===== src/rtl/bus_arb.sv =====
// bus_arb: two-master, single-slave bus arbiter.
// m0 (execute, read/write) normally wins. m1 (fetch, read-only) wins once it
// has lost STARVE_LIMIT arbitrations in a row. Each request is checked for
// size/alignment, then lane-shifted onto the slave. Read data is shifted back
// and sign/zero-extended. A slave that never acks is abandoned after TIMEOUT
// BUSY cycles.
module bus_arb #(
  parameter int STARVE_LIMIT = 4,
  parameter int TIMEOUT      = 15
) (
  input  logic        clk,
  input  logic        rst,
  input  logic        m0_req,
  input  logic        m0_we,
  input  logic        m0_un_sign,
  input  logic [3:0]  m0_byte_mask,
  input  logic [31:0] m0_addr,
  input  logic [31:0] m0_wdata,
  output logic        m0_gnt,
  output logic        m0_rvalid,
  output logic        m0_err,
  output logic [31:0] m0_rdata_o,
  input  logic        m1_req,
  input  logic        m1_un_sign,
  input  logic [3:0]  m1_byte_mask,
  input  logic [31:0] m1_addr,
  output logic        m1_gnt,
  output logic        m1_rvalid,
  output logic        m1_err,
  output logic [31:0] m1_rdata_o,
  input  logic [31:0] s_rdata,
  input  logic        s_ack,
  output logic        s_req_o,
  output logic        s_rw_o,
  output logic [31:0] s_addr_o,
  output logic [3:0]  s_be_o,
  output logic [31:0] s_wdata_o
);

  typedef enum logic [1:0] {IDLE, BUSY_M0, BUSY_M1, DONE} state_t;

  state_t      state_reg;
  logic [2:0]  starve_reg;
  logic [3:0]  tmo_reg;
  logic        owner_reg;      // 0 = m0, 1 = m1
  logic        we_reg;
  logic        un_reg;
  logic        pend_err_reg;   // request rejected, error response still owed
  logic [3:0]  mask_reg;
  logic [1:0]  off_reg;

  logic        m0_gnt_reg, m0_rvalid_reg, m0_err_reg;
  logic        m1_gnt_reg, m1_rvalid_reg, m1_err_reg;
  logic [31:0] m0_rdata_reg, m1_rdata_reg;
  logic        s_req_reg, s_rw_reg;
  logic [31:0] s_addr_reg, s_wdata_reg;
  logic [3:0]  s_be_reg;

  assign m0_gnt     = m0_gnt_reg;
  assign m0_rvalid  = m0_rvalid_reg;
  assign m0_err     = m0_err_reg;
  assign m0_rdata_o = m0_rdata_reg;
  assign m1_gnt     = m1_gnt_reg;
  assign m1_rvalid  = m1_rvalid_reg;
  assign m1_err     = m1_err_reg;
  assign m1_rdata_o = m1_rdata_reg;
  assign s_req_o    = s_req_reg;
  assign s_rw_o     = s_rw_reg;
  assign s_addr_o   = s_addr_reg;
  assign s_be_o     = s_be_reg;
  assign s_wdata_o  = s_wdata_reg;

  // Only byte, aligned half and aligned word accesses are legal.
  function automatic logic mask_ok(input logic [3:0] mask, input logic [1:0] off);
    logic ok;
    case (mask)
      4'b0001: ok = 1'b1;
      4'b0011: ok = ~off[0];
      4'b1111: ok = (off == 2'b00);
      default: ok = 1'b0;
    endcase
    return ok;
  endfunction

  // Bring the addressed lane down to bit 0 and extend it to 32 bits.
  function automatic logic [31:0] fmt_rdata(input logic [31:0] d, input logic [1:0] off,
                                            input logic [3:0] mask, input logic un);
    logic [31:0] lane;
    logic [31:0] res;
    lane = d >> {off, 3'b000};
    if (mask == 4'b1111)
      res = lane;
    else if (mask == 4'b0011)
      res = un ? {16'h0000, lane[15:0]} : {{16{lane[15]}}, lane[15:0]};
    else
      res = un ? {24'h000000, lane[7:0]} : {{24{lane[7]}}, lane[7:0]};
    return res;
  endfunction

  logic        m1_wins;
  logic        sel_we, sel_un, sel_bad;
  logic [3:0]  sel_mask;
  logic [31:0] sel_addr, sel_wdata;

  // Pick the arbitration winner and present its request fields.
  always_comb begin
    m1_wins = m1_req && (!m0_req || (starve_reg == 3'(STARVE_LIMIT)));
    if (m1_wins) begin
      sel_we    = 1'b0;
      sel_un    = m1_un_sign;
      sel_mask  = m1_byte_mask;
      sel_addr  = m1_addr;
      sel_wdata = 32'h0;
    end else begin
      sel_we    = m0_we;
      sel_un    = m0_un_sign;
      sel_mask  = m0_byte_mask;
      sel_addr  = m0_addr;
      sel_wdata = m0_wdata;
    end
    sel_bad = !mask_ok(sel_mask, sel_addr[1:0]);
  end

  logic        fin, fin_err;
  logic [31:0] fin_data;

  // Decide whether a response goes back to the owner at the next edge.
  always_comb begin
    fin      = 1'b0;
    fin_err  = 1'b0;
    fin_data = 32'h0;
    case (state_reg)
      BUSY_M0, BUSY_M1: begin
        if (s_ack) begin
          fin      = 1'b1;
          fin_data = we_reg ? 32'h0 : fmt_rdata(s_rdata, off_reg, mask_reg, un_reg);
        end else if (tmo_reg == 4'(TIMEOUT - 1)) begin
          fin     = 1'b1;
          fin_err = 1'b1;
        end
      end
      DONE: begin
        if (pend_err_reg) begin
          fin     = 1'b1;
          fin_err = 1'b1;
        end
      end
      default: ;
    endcase
  end

  // Main controller: arbitration, slave drive, timeout and response pulses.
  always_ff @(posedge clk) begin
    if (rst) begin
      state_reg     <= IDLE;
      starve_reg    <= 3'd0;
      tmo_reg       <= 4'd0;
      owner_reg     <= 1'b0;
      we_reg        <= 1'b0;
      un_reg        <= 1'b0;
      pend_err_reg  <= 1'b0;
      mask_reg      <= 4'h0;
      off_reg       <= 2'b00;
      m0_gnt_reg    <= 1'b0;
      m0_rvalid_reg <= 1'b0;
      m0_err_reg    <= 1'b0;
      m1_gnt_reg    <= 1'b0;
      m1_rvalid_reg <= 1'b0;
      m1_err_reg    <= 1'b0;
      m0_rdata_reg  <= 32'h0;
      m1_rdata_reg  <= 32'h0;
      s_req_reg     <= 1'b0;
      s_rw_reg      <= 1'b0;
      s_addr_reg    <= 32'h0;
      s_be_reg      <= 4'h0;
      s_wdata_reg   <= 32'h0;
    end else begin
      m0_gnt_reg    <= 1'b0;
      m1_gnt_reg    <= 1'b0;
      m0_rvalid_reg <= 1'b0;
      m1_rvalid_reg <= 1'b0;
      m0_err_reg    <= 1'b0;
      m1_err_reg    <= 1'b0;

      if (fin) begin
        if (owner_reg) begin
          m1_rvalid_reg <= 1'b1;
          m1_err_reg    <= fin_err;
          m1_rdata_reg  <= fin_data;
        end else begin
          m0_rvalid_reg <= 1'b1;
          m0_err_reg    <= fin_err;
          m0_rdata_reg  <= fin_data;
        end
      end

      case (state_reg)
        IDLE: begin
          // Losing with m1 waiting counts toward starvation; anything else clears it.
          if (m1_req && !m1_wins)
            starve_reg <= (starve_reg == 3'd7) ? starve_reg : starve_reg + 3'd1;
          else
            starve_reg <= 3'd0;
          if (m0_req || m1_req) begin
            owner_reg  <= m1_wins;
            we_reg     <= sel_we;
            un_reg     <= sel_un;
            mask_reg   <= sel_mask;
            off_reg    <= sel_addr[1:0];
            m0_gnt_reg <= !m1_wins;
            m1_gnt_reg <= m1_wins;
            tmo_reg    <= 4'd0;
            if (sel_bad) begin
              pend_err_reg <= 1'b1;
              state_reg    <= DONE;
            end else begin
              s_req_reg   <= 1'b1;
              s_rw_reg    <= sel_we;
              s_addr_reg  <= {sel_addr[31:2], 2'b00};
              s_be_reg    <= sel_mask << sel_addr[1:0];
              s_wdata_reg <= sel_wdata << {sel_addr[1:0], 3'b000};
              state_reg   <= m1_wins ? BUSY_M1 : BUSY_M0;
            end
          end
        end
        BUSY_M0, BUSY_M1: begin
          if (fin) begin
            s_req_reg <= 1'b0;
            state_reg <= DONE;
          end else begin
            tmo_reg <= tmo_reg + 4'd1;
          end
        end
        DONE: begin
          // A rejected request spends one extra DONE cycle so its response
          // lands two cycles after arbitration.
          if (pend_err_reg)
            pend_err_reg <= 1'b0;
          else
            state_reg <= IDLE;
        end
        default: state_reg <= IDLE;
      endcase
    end
  end

endmodule


===== config.mk =====
export PLATFORM = sky130hd
export DESIGN_NAME = bus_arb
export DESIGN_NICKNAME = d
export VERILOG_FILES = /design/src/rtl/bus_arb.sv
export SDC_FILE = /design/constraint.sdc
export NUM_CORES = 1
export LEC_CHECK = 0
export CAP_MARGIN = 0
export CORE_UTILIZATION = 59
export CTS_BUF_LIST = sky130_fd_sc_hd__clkbuf_8
export DETAILED_ROUTE_END_ITERATION = 12
export DONT_BUFFER_PORTS = 1
export GPL_ROUTABILITY_DRIVEN = 0
export PLACE_DENSITY = 0.75
export SLEW_MARGIN = 20
export SYNTH_ARGS = -nofsm -noshare
export SYNTH_HDL_FRONTEND = slang
export SYNTH_SLANG_ARGS = --single-unit

===== constraint.sdc =====
create_clock -name clk -period 3.9 [get_ports clk]
set_input_delay 1.17 -clock clk [delete_from_list [all_inputs] [get_ports clk]]
set_output_delay 1.17 -clock clk [all_outputs]
set_load 0.03 [all_outputs]

Word-level counts from Yosys, hierarchy flattened
Cells that the tools add are included.
{"block": "classes", "add_sub_neg": 2, "n_eq_ne": 18, "shifts": 3, "mux": 39, "bitwise": 5, "reduce_logical": 24}
{"operator": "$mux W32", "n": 9}
{"operator": "$shl A32 B5 Y32", "n": 1}
{"operator": "$shr A32 B5 Y32", "n": 1}
{"operator": "$ne A2 B2 Y1 const B", "n": 7}
{"operator": "$mux W1", "n": 13}
{"operator": "$eq A4 B4 Y1 const B", "n": 3}
{"operator": "$mux W4", "n": 3}
{"operator": "$reduce_and A3 Y1", "n": 4}
{"operator": "$mux W2", "n": 5}
{"operator": "$reduce_or A3 Y1", "n": 3}
{"operator": "$eq A4 B2 Y1 const B", "n": 2}
{"operator": "$pmux W1 S2", "n": 4}
{"operator": "$pmux W4 S2", "n": 1}
{"operator": "$reduce_and A2 Y1", "n": 4}
{"operator": "$eq A3 B3 Y1 const B", "n": 2}
{"operator": "$mux W3", "n": 2}
{"operator": "$pmux W2 S3", "n": 1}
{"operator": "$not A1 Y1", "n": 5}
{"operator": "$add A4 B1 Y4 const B", "n": 1}
{"operator": "$eq A2 B2 Y1 const B", "n": 2}
{"operator": "$eq A4 B1 Y1 const B", "n": 1}
{"operator": "$logic_not A2 Y1", "n": 2}
{"operator": "$reduce_and A4 Y1", "n": 1}
{"operator": "$reduce_bool A2 Y1", "n": 2}
{"operator": "8 further kinds", "n": 12}
{"block": "totals", "ff_bits": 157}

Logic depth before layout (Yosys ltp)
Gate-level depths: netlist of the first run.
{"block": "logic_depth", "depth_word": 9, "depth_mapped": 10, "depth_no_buf": 7}

Least setup slack after synthesis of the first run
No wires, ideal clock.
{"block": "synth_timing", "path_type": "input -> register", "startpoint": "in m1_req", "endpoint": "reg s_addr_reg[19] (netlist: s_addr_o[19])", "t_arrival_ns": 2.549, "required_ns": 3.809, "setup_slack_ns": 1.260, "stages": 7, "path_cell_list": "buf_4 -> o21ai_1 -> a211oi_4 -> a22o_4 -> buf_12 -> buf_4 -> a311oi_1"}
{"block": "synth_between", "elab_chain_cells": 5, "elab_cells_between_ends": 11, "cone_classes": "eq/ne: 3; mux: 3; bitwise: 1; reduce/logical: 4"}
{"element": "from (decl)", "line_no": "23", "text": "input logic m1_req,"}
{"element": "$logic_and A1 B1 Y1", "line_no": "107", "text": "m1_wins = m1_req && (!m0_req || (starve_reg == 3'(STARVE_LIMIT)));"}
{"element": "$mux W4 / $mux W32 (equally long branches)", "line_no": "108", "text": "if (m1_wins) begin"}
{"element": "$eq A4 B4 Y1, or another cell as far along", "line_no": "76", "text": "case (mask)"}
{"element": "$pmux W1 S3", "line_no": "76"}
{"element": "$reduce_and A3 Y1 (no source line)"}
{"element": "to (signal assigned)", "line_no": "219", "text": "s_addr_reg <= {sel_addr[31:2], 2'b00};"}
{"element": "to (decl)", "line_no": "56", "text": "logic [31:0] s_addr_reg, s_wdata_reg;"}
Parallel ways exist; a longest one is shown, timed or not.
A chain may end at the register's enable or synchronous reset.

Worst setup path after layout of the first run
{"block": "layout_timing", "startpoint": "reg state_reg[1]", "endpoint": "reg s_addr_reg[24] (netlist: s_addr_o[24])"}
{"block": "layout_between", "elab_chain_cells": 2}
{"element": "from (decl)", "line_no": "42", "text": "state_t state_reg;"}
{"element": "from (signal assigned)", "line_no": "222", "text": "state_reg <= m1_wins ? BUSY_M1 : BUSY_M0;"}
{"element": "$logic_not A2 Y1", "line_no": "197", "text": "case (state_reg)"}
{"element": "$reduce_and A3 Y1 (no source line)"}
No other way between the ends.

==> results of run 1 <==
[logic make-up (layout without fill, tap and decap cells)]
family / after synthesis / count (layout)
adder cells (fa/ha/maj): 8 / 8
XOR/XNOR: 3 / 3
buffers and inverters: 89 / 54
multiplexers: 51 / 51
flip-flops: 157 / 157
AND/OR/NAND/NOR: 337 / 337
AO/OA/AOI/OAI: 241 / 241
other: 1 / 4
[layer usage]
layer	vias to the layer above	GRT usage	share of wire
li1	3087	-	-
met1	2989	0.327	0.36
met2	303	0.504	0.49
met3	51	0.118	0.11
met4	2	0.141	0.033
met5	-	0	0.00064
[critical path, cell delays in order, from the launching register on]
cell,delay [ns]
dfxtp_1,0.34
inv_1,0.09
ha_1,0.37
o21ai_1,0.30
a211oi_4,0.35
a22o_4,0.47
buf_12,0.31
nor2_1,0.09
a311oi_2,0.28
[power by group through the flow]
stage	Sequential [mW]	Combinational (mW)	Clock, mW
after floorplan	1.92	0.917	0
after global placement	1.94	1.01	0
after detailed placement	1.95	1.04	0
after CTS	1.91	1.05	1.26
after global routing	1.93	1.18	1.33
final	1.91	1.05	1.24
[layout make-up]
| cell class | instances | share of cell area |
|---|---|---|
| clock buffer | 20 | 0.0346 |
| tap | 172 | 0.0270 |
| multi-input combinational | 642 | 0.509 |
| antenna | 2 | 0.000629 |
| timing repair buffer | 9 | 0.0101 |
| clock inverter | 12 | 0.0173 |
| sequential | 157 | 0.395 |
| inverter | 13 | 0.00613 |
[cells in the final DEF, fill, tap and decap left out, drive strengths merged, types with 9 or more instances in the layout]
cell type / count
dfxtp: 157
nand3: 55
clkinv: 9
nand2: 179
a21oi: 50
o31ai: 17
o21ai: 57
nor2b: 15
mux2i: 40
a311oi: 37
nor3: 10
inv: 12
clkbuf: 20
a211oi: 20
nor2: 63
buf: 9
a22o: 10
mux2: 9
[path summary, 6_finish.rpt]
path                            slack [ns]                       from                        end
worst max-delay path                  1.19  state_reg[1]$_SDFFE_PP0P_  s_addr_o[24]$_SDFFE_PP0P_
worst min-delay path                  0.48        we_reg$_SDFFE_PP0P_        we_reg$_SDFFE_PP0P_
worst max register to register        1.19  state_reg[1]$_SDFFE_PP0P_  s_addr_o[24]$_SDFFE_PP0P_
worst min register to register        0.48        we_reg$_SDFFE_PP0P_        we_reg$_SDFFE_PP0P_
[metrics by stage]
step / instance area, um^2 / util / power [mW] / setup WS, ns
2_1_floorplan: 7650 / - / 2.83 / 1.26
3_3_place_gp: 7540 / 0.597 / 2.95 / 0.995
3_5_place_dp: 7540 / 0.597 / 2.99 / 0.882
4_1_cts: 7950 / 0.630 / 4.23 / 1.20
5_1_grt: 7960 / 0.631 / 4.44 / 0.987
6_report: 7960 / 0.631 / 4.20 / 1.19
==> run summary, run 1 <==
outcome: finished clean
Critical Path RT: 4.26 ns
Switch Pwr: 1.51 mW
Worst EP arrival: 3.07 ns
pwr dens: 528 nW/um^2
Lkg Pwr: 2.76 nW
sequential cell area: 3140 um^2
Synth Cell Area: 7650 um^2
CTS resizes: 0
fill count: 1111
Starting Density: 0.606
routed wire length: 20400 um
vias: 6432
mux cell area share after synthesis: 0.0715
top post-synthesis cells by area: dfxtp_1, nand2_1, mux2i_1
setup violators final: 0
simple-gate portion of the synthesized area: 0.192
Worst Reg-to-Reg Cells: 8
IO buf count: 0
Layout area overhead: 4.04%
Max Freq: 369 MHz
via/cell ratio: 6.26
Tot GR Track Use: 0.298
Yosys cell types: 70
largest family of logic cells by synthesized area: compound AO/OA/AOI/OAI gates
layout cells sized above 1: 0.117
Mapped Avg Cell Area: 8.62 um^2
detailed placement HPWL: 14800 um
cts bufs inserted: 17
synth warn: 0
final worst path period need: 2.71 ns
number of I/O pins: 284
hold path depth: 2
clock tree skew after final layout: 0.0131 ns
xor-xnor portion of the synthesized cell area: 0.00344
Core ar.: 12600 um^2
Synth Instances: 887
DRT antenna net count: 0
GRT overflow: 0
Std-Cell Rows: 41
DR DRC count: 0
Die H: 116 um
CTS tree: done
placed cell count: 993
Int Pwr: 2.69 mW
Post-synth top cells: nand2_1, dfxtp_1, nor2_1
WS Path Type: reg2reg
cts hold-fix bufs: 0
Post-synth top flop: dfxtp_1
EDFF count, synth: 0
adder-cell area share of the yosys netlist: 0.0131
Root Driver: clkbuf_8
hold_ws: 0.482 ns
Sink Count: 157
first-pass GRT wire length: 30900 um
largest net degree at the start of global routing: 90
biggest area consumer among synthesized cells: dfxtp_1
critical path capture point type: flip-flop
Comb power frac: 0.250
setup_tns: 0 ns
DRT Pass-1 Iters: 5
Starting DRT DRC Count: 496
Die X-Extent: 116 um
sequential-to-total area share from yosys stat: 0.411
Setup crit start kind: flip-flop
Worst-Margin Slew: 0.769 ns
Bufs on Longest Clock Path: 2
Flop pwr share: 0.455
Worst-Skew Late Latency: 0.46 ns
post-synthesis async set-or-reset flop share: 0
post-synth top area share: 0.411
VDD IR max: 0.222 mV
Multi-input gate area: 4050 um^2
synthesis-stage register bit count: 157
Clock power frac: 0.295
Avg WL per Cell: 19.9 um
htree depth: 4
count leader, synth: nand2_1
Finished Layout Cells: 1027
vias in the first global route: 6045
Post-CTS Setup Repair Bufs: 0
Hold Crit Class: reg2reg
antenna violations before repair: 3
largest fanout on the critical path: 49
Max-slew headroom: 0.487
RSZ-0062 raised after global routing: false
Worst-path clk slew: 0.08 ns
fraction of power spent switching nets: 0.360
Final period util: 0.694
Max-cap violations: 0
compound-gate portion of the synthesized area: 0.248
max-slew violation count: 0
fin nets: 992
final hold viol count: 0
die area: 13400 um^2
Note: power is estimated with default switching activity, not from simulation.
==> run 2: changes to the inputs <==
==> constraint.sdc (replaced) <==
create_clock -name clk -period 2.8 [get_ports clk]
set_input_delay 0.84 -clock clk [delete_from_list [all_inputs] [get_ports clk]]
set_output_delay 0.84 -clock clk [all_outputs]
set_load 0.03 [all_outputs]
==> run summary, run 2 (same netlist as run 1, synthesis figures left out) <==
Std-Cell Rows: 41 (unchanged)
Critical Path RT: 3.17 ns (was 4.26 ns)
CTS tree: done (unchanged)
Core ar.: 12600 um^2 (unchanged)
cts bufs inserted: 17 (unchanged)
Root Driver: clkbuf_8 (unchanged)
hold path depth: 1 (was 2)
crit-path cells: inv_1 > ha_1 > inv_1 > o21ai_0 > and2_1 > nand2_1 > o22ai_1 (was inv_1 > ha_1 > o21ai_1 > a211oi_4 > a22o_4 > buf_12 > nor2_1 > a311oi_2)
Starting Density: 0.606 (unchanged)
CP delay by family, top: simple AND/OR/NAND/NOR gates (was compound AO/OA/AOI/OAI gates)
Starting DRT DRC Count: 423 (was 496)
Worst Reg-to-Reg Cells: 7 (was 8)
CTS resizes: 0 (unchanged)
RSZ-0062 raised after global routing: false (unchanged)
setup_tns: 0 ns (unchanged)
die area: 13400 um^2 (unchanged)
Setup WS pre-CTS: 0.318 ns (was 0.882 ns)
Bufs on Longest Clock Path: 2 (unchanged)
Die H: 116 um (unchanged)
Worst-Margin Slew: 0.751 ns (was 0.769 ns)
Final period util: 0.860 (was 0.694)
Worst EP arrival: 2.78 ns (was 3.07 ns)
Max Freq: 415 MHz (was 369 MHz)
IO buf count: 0 (unchanged)
Hold Crit Start: rst (was we_reg$_SDFFE_PP0P_)
final hold viol count: 0 (unchanged)
slowest CP cell: and2_1 (was a22o_4)
worst r2r src: state_reg[0]$_SDFFE_PP0P_ (was state_reg[1]$_SDFFE_PP0P_)
Max-cap violations: 0 (unchanged)
WS Path Type: reg2reg (unchanged)
vias in the first global route: 6051 (was 6045)
largest stage delay on the critical path: 0.58 ns (was 0.47 ns)
Finished Layout Cells: 1032 (was 1027)
Max-slew headroom: 0.499 (was 0.487)
most common cell after layout, fill and taps aside: nand2_1 (unchanged)
Avg WL per Cell: 19.9 um (about the same)
Die X-Extent: 116 um (unchanged)
setup violators final: 0 (unchanged)
hold_ws: 0.440 ns (was 0.482 ns)
Worst-path clk slew: 0.09 ns (was 0.08 ns)
final worst path period need: 2.41 ns (was 2.71 ns)
Sink Count: 157 (unchanged)
Power Total: 5.91 mW (was 4.20 mW)
most frequent cells in the layout: nand2_1, dfxtp_1, nor2_1 (unchanged)
detailed placement HPWL: 15100 um (was 14800 um)
DRT Pass-1 Iters: 5 (unchanged)
clock tree skew after final layout: 0.0121 ns (was 0.0131 ns)
R2R Setup Slk: 0.39 ns (was 1.19 ns)
vias: 6484 (was 6432)
fin nets: 998 (was 992)
first-pass GRT wire length: 31300 um (was 30900 um)
DRT antenna net count: 0 (unchanged)
layout cells sized above 1: 0.121 (was 0.117)
placed cell count: 999 (was 993)
RR Endpoint: m1_rdata_o[13]$_SDFFE_PP0P_ (was s_addr_o[24]$_SDFFE_PP0P_)
antenna violations before repair: 2 (was 3)
GRT overflow: 0 (unchanged)
Layout area overhead: 4.65% (was 4.04%)
cts hold-fix bufs: 0 (unchanged)
routed wire length: 20600 um (was 20400 um)
Hold Path End: s_addr_o[9]$_SDFFE_PP0P_ (was we_reg$_SDFFE_PP0P_)
via/cell ratio: 6.28 (was 6.26)
setup ws final: 0.393 ns (was 1.19 ns)
Post-CTS Setup Repair Bufs: 0 (unchanged)
max-slew violation count: 0 (unchanged)
largest fanout on the critical path: 16 (was 49)
number of I/O pins: 284 (unchanged)
DR DRC count: 0 (unchanged)
most frequent cell on the critical path: inv_1
Worst-Skew Late Latency: 0.46 ns (about the same)
htree depth: 4 (unchanged)
VDD IR max: 0.329 mV (was 0.222 mV)
Setup crit start kind: flip-flop (unchanged)
CP bufs+invs: 2 (unchanged)
Tot GR Track Use: 0.301 (was 0.298)
Hold Crit Class: in2reg (was reg2reg)
largest net degree at the start of global routing: 90 (unchanged)
pwr dens: 739 nW/um^2 (was 528 nW/um^2)
outcome: finished clean (unchanged)
critical path capture point type: flip-flop (unchanged)
Lkg Pwr: 2.80 nW (was 2.76 nW)
## run 2: cell types whose count changed in the layout (fill, tap and decap cells not counted), moves of 2 or more
cell      previous run  this run
clkinv_4             5         3
clkinv_2             2         4
buf_4                8        13
inv_1               11        13
clkbuf_8            20        18
## run 2: worst max-delay path by stage
stage                              startpoint                           to  slack (ns)  cells after the start
floorplan                              m1_req    s_addr_o[19]$_SDFFE_PP0P_        0.49                      7
global placement                       m0_req    s_addr_o[29]$_SDFFE_PP0P_        0.41                      6
detailed placement                     m0_req    s_addr_o[14]$_SDFFE_PP0P_        0.32                      6
CTS                 state_reg[0]$_SDFFE_PP0P_  m1_rdata_o[13]$_SDFFE_PP0P_        0.37                      7
global route        state_reg[1]$_SDFFE_PP0P_  m1_rdata_o[13]$_SDFFE_PP0P_        0.07                      7
finish              state_reg[0]$_SDFFE_PP0P_  m1_rdata_o[13]$_SDFFE_PP0P_        0.39                      7
## run 2: per-stage QoR
step	utilization	instance area, um^2
global route	0.634	8000
detailed placement	0.602	7600
CTS	0.634	8000
global placement	0.602	7600
finish	0.634	8000
floorplan	-	7650
## run 2: final cells by class
cell class | count | area, um^2
tap | 172 | 215
sequential | 157 | 3140
clock inverter | 13 | 151
clock buffer | 18 | 248
timing repair buffer | 15 | 138
inverter | 13 | 48.8
fill | 1113 | 4620
antenna | 2 | 5.00
multi-input combinational | 642 | 4060
## run 2: layer usage
metal / GRT usage / part of all wire
met5: 0 / 0
met4: 0.157 / 0.031
met2: 0.508 / 0.48
met3: 0.116 / 0.11
met1: 0.329 / 0.38
## run 2: power by group
| group | switching, mW | total [mW] | internal [mW] |
|---|---|---|---|
| registers | 0.284 | 2.66 | 2.38 |
| logic | 0.993 | 1.53 | 0.538 |
| clock network | 0.827 | 1.72 | 0.890 |
| total | 2.10 | 5.91 | 3.81 |
==> run 3: changes to the inputs <==
--- a/config.mk
+++ b/config.mk
@@ -6,11 +6,13 @@
 export NUM_CORES = 1
 export LEC_CHECK = 0
 export CAP_MARGIN = 0
+export CORE_MARGIN = 3
 export CORE_UTILIZATION = 59
 export CTS_BUF_LIST = sky130_fd_sc_hd__clkbuf_8
 export DETAILED_ROUTE_END_ITERATION = 12
 export DONT_BUFFER_PORTS = 1
 export GPL_ROUTABILITY_DRIVEN = 0
+export MAX_ROUTING_LAYER = met4
 export PLACE_DENSITY = 0.75
 export SLEW_MARGIN = 20
 export SYNTH_ARGS = -nofsm -noshare
==> constraint.sdc (replaced) <==
create_clock -name clk -period 2.5 [get_ports clk]
set_input_delay 0.75 -clock clk [delete_from_list [all_inputs] [get_ports clk]]
set_output_delay 0.75 -clock clk [all_outputs]
set_load 0.03 [all_outputs]
==> run summary, run 3 (same netlist as run 1, synthesis figures left out) <==
outcome: finished clean (unchanged)
Max-slew headroom: 0.493 (was 0.499)
clock tree skew after final layout: 0.0120 ns (was 0.0121 ns)
Int Pwr: 4.01 mW (was 3.81 mW)
IO buf count: 0 (unchanged)
Layout area overhead: 5.37% (was 4.65%)
Avg WL per Cell: 20.5 um (was 19.9 um)
GRT overflow: 0 (unchanged)
max-slew violation count: 0 (unchanged)
Bufs on Longest Clock Path: 2 (unchanged)
fill count: 1043 (was 1113)
fin nets: 1005 (was 998)
DRT antenna net count: 0 (unchanged)
Root Driver: clkbuf_8 (unchanged)
pwr dens: 803 nW/um^2 (was 739 nW/um^2)
Worst-Margin Slew: 0.760 ns (was 0.751 ns)
Tot GR Track Use: 0.293 (was 0.301)
detailed placement HPWL: 15900 um (was 15100 um)
Comb power frac: 0.270 (was 0.259)
setup_tns: 0 ns (unchanged)
setup violators final: 0 (unchanged)
largest fanout on the critical path: 16 (unchanged)
via/cell ratio: 6.39 (was 6.28)
Die H: 120 um (was 116 um)
Power Total: 6.47 mW (was 5.91 mW)
Post-CTS Setup Repair Bufs: 0 (unchanged)
DRT Pass-1 Iters: 5 (unchanged)
Worst EP arrival: 2.71 ns (was 2.78 ns)
Critical Path RT: 2.86 ns (was 3.17 ns)
Final period util: 0.939 (was 0.860)
Starting DRT DRC Count: 562 (was 423)
layout cells sized above 1: 0.133 (was 0.121)
setup ws final: 0.153 ns (was 0.393 ns)
final hold viol count: 0 (unchanged)
Setup WS pre-CTS: 0.134 ns (was 0.318 ns)
vias in the first global route: 6195 (was 6051)
Starting Density: 0.619 (was 0.606)
RSZ-0062 raised after global routing: false (unchanged)
Clock power frac: 0.267 (was 0.291)
htree depth: 4 (unchanged)
antenna violations before repair: 0 (was 2)
sequential cell area: 3140 um^2 (unchanged)
Core ar.: 12400 um^2 (was 12600 um^2)
most common cell after layout, fill and taps aside: nand2_1 (unchanged)
DR DRC count: 0 (unchanged)
critical path capture point type: flip-flop (unchanged)
cts hold-fix bufs: 0 (unchanged)
largest net degree at the start of global routing: 90 (unchanged)
Die X-Extent: 120 um (was 116 um)
number of I/O pins: 284 (unchanged)
Worst-path clk slew: 0.09 ns (about the same)
most frequent cells in the layout: nand2_1, dfxtp_1, nor2_1 (unchanged)
final worst path period need: 2.35 ns (was 2.41 ns)
cts bufs inserted: 17 (unchanged)
Flop pwr share: 0.462 (was 0.451)
CTS resizes: 0 (unchanged)
Switch Pwr: 2.46 mW (was 2.10 mW)
Setup crit start kind: flip-flop (unchanged)
WS Path Type: reg2reg (unchanged)
hold_ws: 0.354 ns (was 0.440 ns)
vias: 6605 (was 6484)
VDD IR max: 0.629 mV (was 0.329 mV)
Ant. Diodes: 0 (was 2)
Util after Layout: 0.652 (was 0.634)
Worst-Skew Late Latency: 0.46 ns (about the same)
Sink Count: 157 (unchanged)
routed wire length: 21200 um (was 20600 um)
Max-cap violations: 0 (unchanged)
first-pass GRT wire length: 32800 um (was 31300 um)
Hold Crit Class: in2reg (unchanged)
die area: 14400 um^2 (was 13400 um^2)
Multi-input gate area: 4070 um^2 (was 4060 um^2)
fraction of power spent switching nets: 0.380 (was 0.356)
Max Freq: 426 MHz (was 415 MHz)
CTS tree: done (unchanged)
Std-Cell Rows: 40 (was 41)
Lkg Pwr: 2.82 nW (was 2.80 nW)
-- run 3: changes by cell type in the layout (fill, tap and decap cells not counted), moves of 2 or more --
cell,previous run,this run
clkinv_4,3,5
clkinv_2,4,0
clkinvlp_4,1,3
buf_4,13,18
buf_12,2,4
inv_1,13,11
bufinv_16,3,0
diode_2,2,0
inv_6,0,6
-- run 3: area by class of cell --
cell class                 instances  share of cell area
multi-input combinational        642               0.505
sequential                       157               0.390
clock buffer                      17              0.0290
timing repair buffer              22              0.0267
tap                              168              0.0261
clock inverter                    15              0.0168
inverter                          13             0.00605
-- run 3: power groups by stage --
stage	combinational, mW	clock [mW]	sequential, mW
5_1_grt	1.93	1.87	3.01
3_3_place_gp	1.66	0	3.04
2_1_floorplan	1.43	0	2.99
6_report	1.75	1.73	2.99
4_1_cts	1.72	1.77	3.00
3_5_place_dp	1.71	0	3.05
-- run 3: critical path, stage by stage (launching register included) --
cell and delay [ns]:
dfxtp_1 0.36, buf_4 0.19, nor2b_1 0.45, a2bb2oi_1 0.27, a221o_1 0.65, o31ai_2 0.33
-- run 3: worst paths after layout --
kind | slack [ns] | cells after the start | endpoint | start
max | 0.15 | 5 | m0_rdata_o[27]$_SDFFE_PP0P_ | off_reg[1]$_SDFFE_PP0P_
min | 0.35 | 1 | s_addr_o[27]$_SDFFE_PP0P_ | rst
max reg2reg | 0.15 | 5 | m0_rdata_o[27]$_SDFFE_PP0P_ | off_reg[1]$_SDFFE_PP0P_
min reg2reg | 0.47 | 2 | we_reg$_SDFFE_PP0P_ | we_reg$_SDFFE_PP0P_
-- run 3: per-layer routing --
metal / GRT usage / vias up / routed length [um]
met5: - / - / 0
met4: 0.117 / 0 / 621
met3: 0.111 / 46 / 2150
met2: 0.471 / 323 / 10300
met1: 0.330 / 3127 / 8140
li1: - / 3109 / -
-- run 3: metrics by stage --
| step | area (um^2) | instances |
|---|---|---|
| 2_1_floorplan | 7650 | 888 |
| 3_3_place_gp | 7670 | 1002 |
| 3_5_place_dp | 7670 | 1002 |
| 4_1_cts | 8040 | 1034 |
| 5_1_grt | 8060 | 1034 |
| 6_report | 8060 | 1034 |
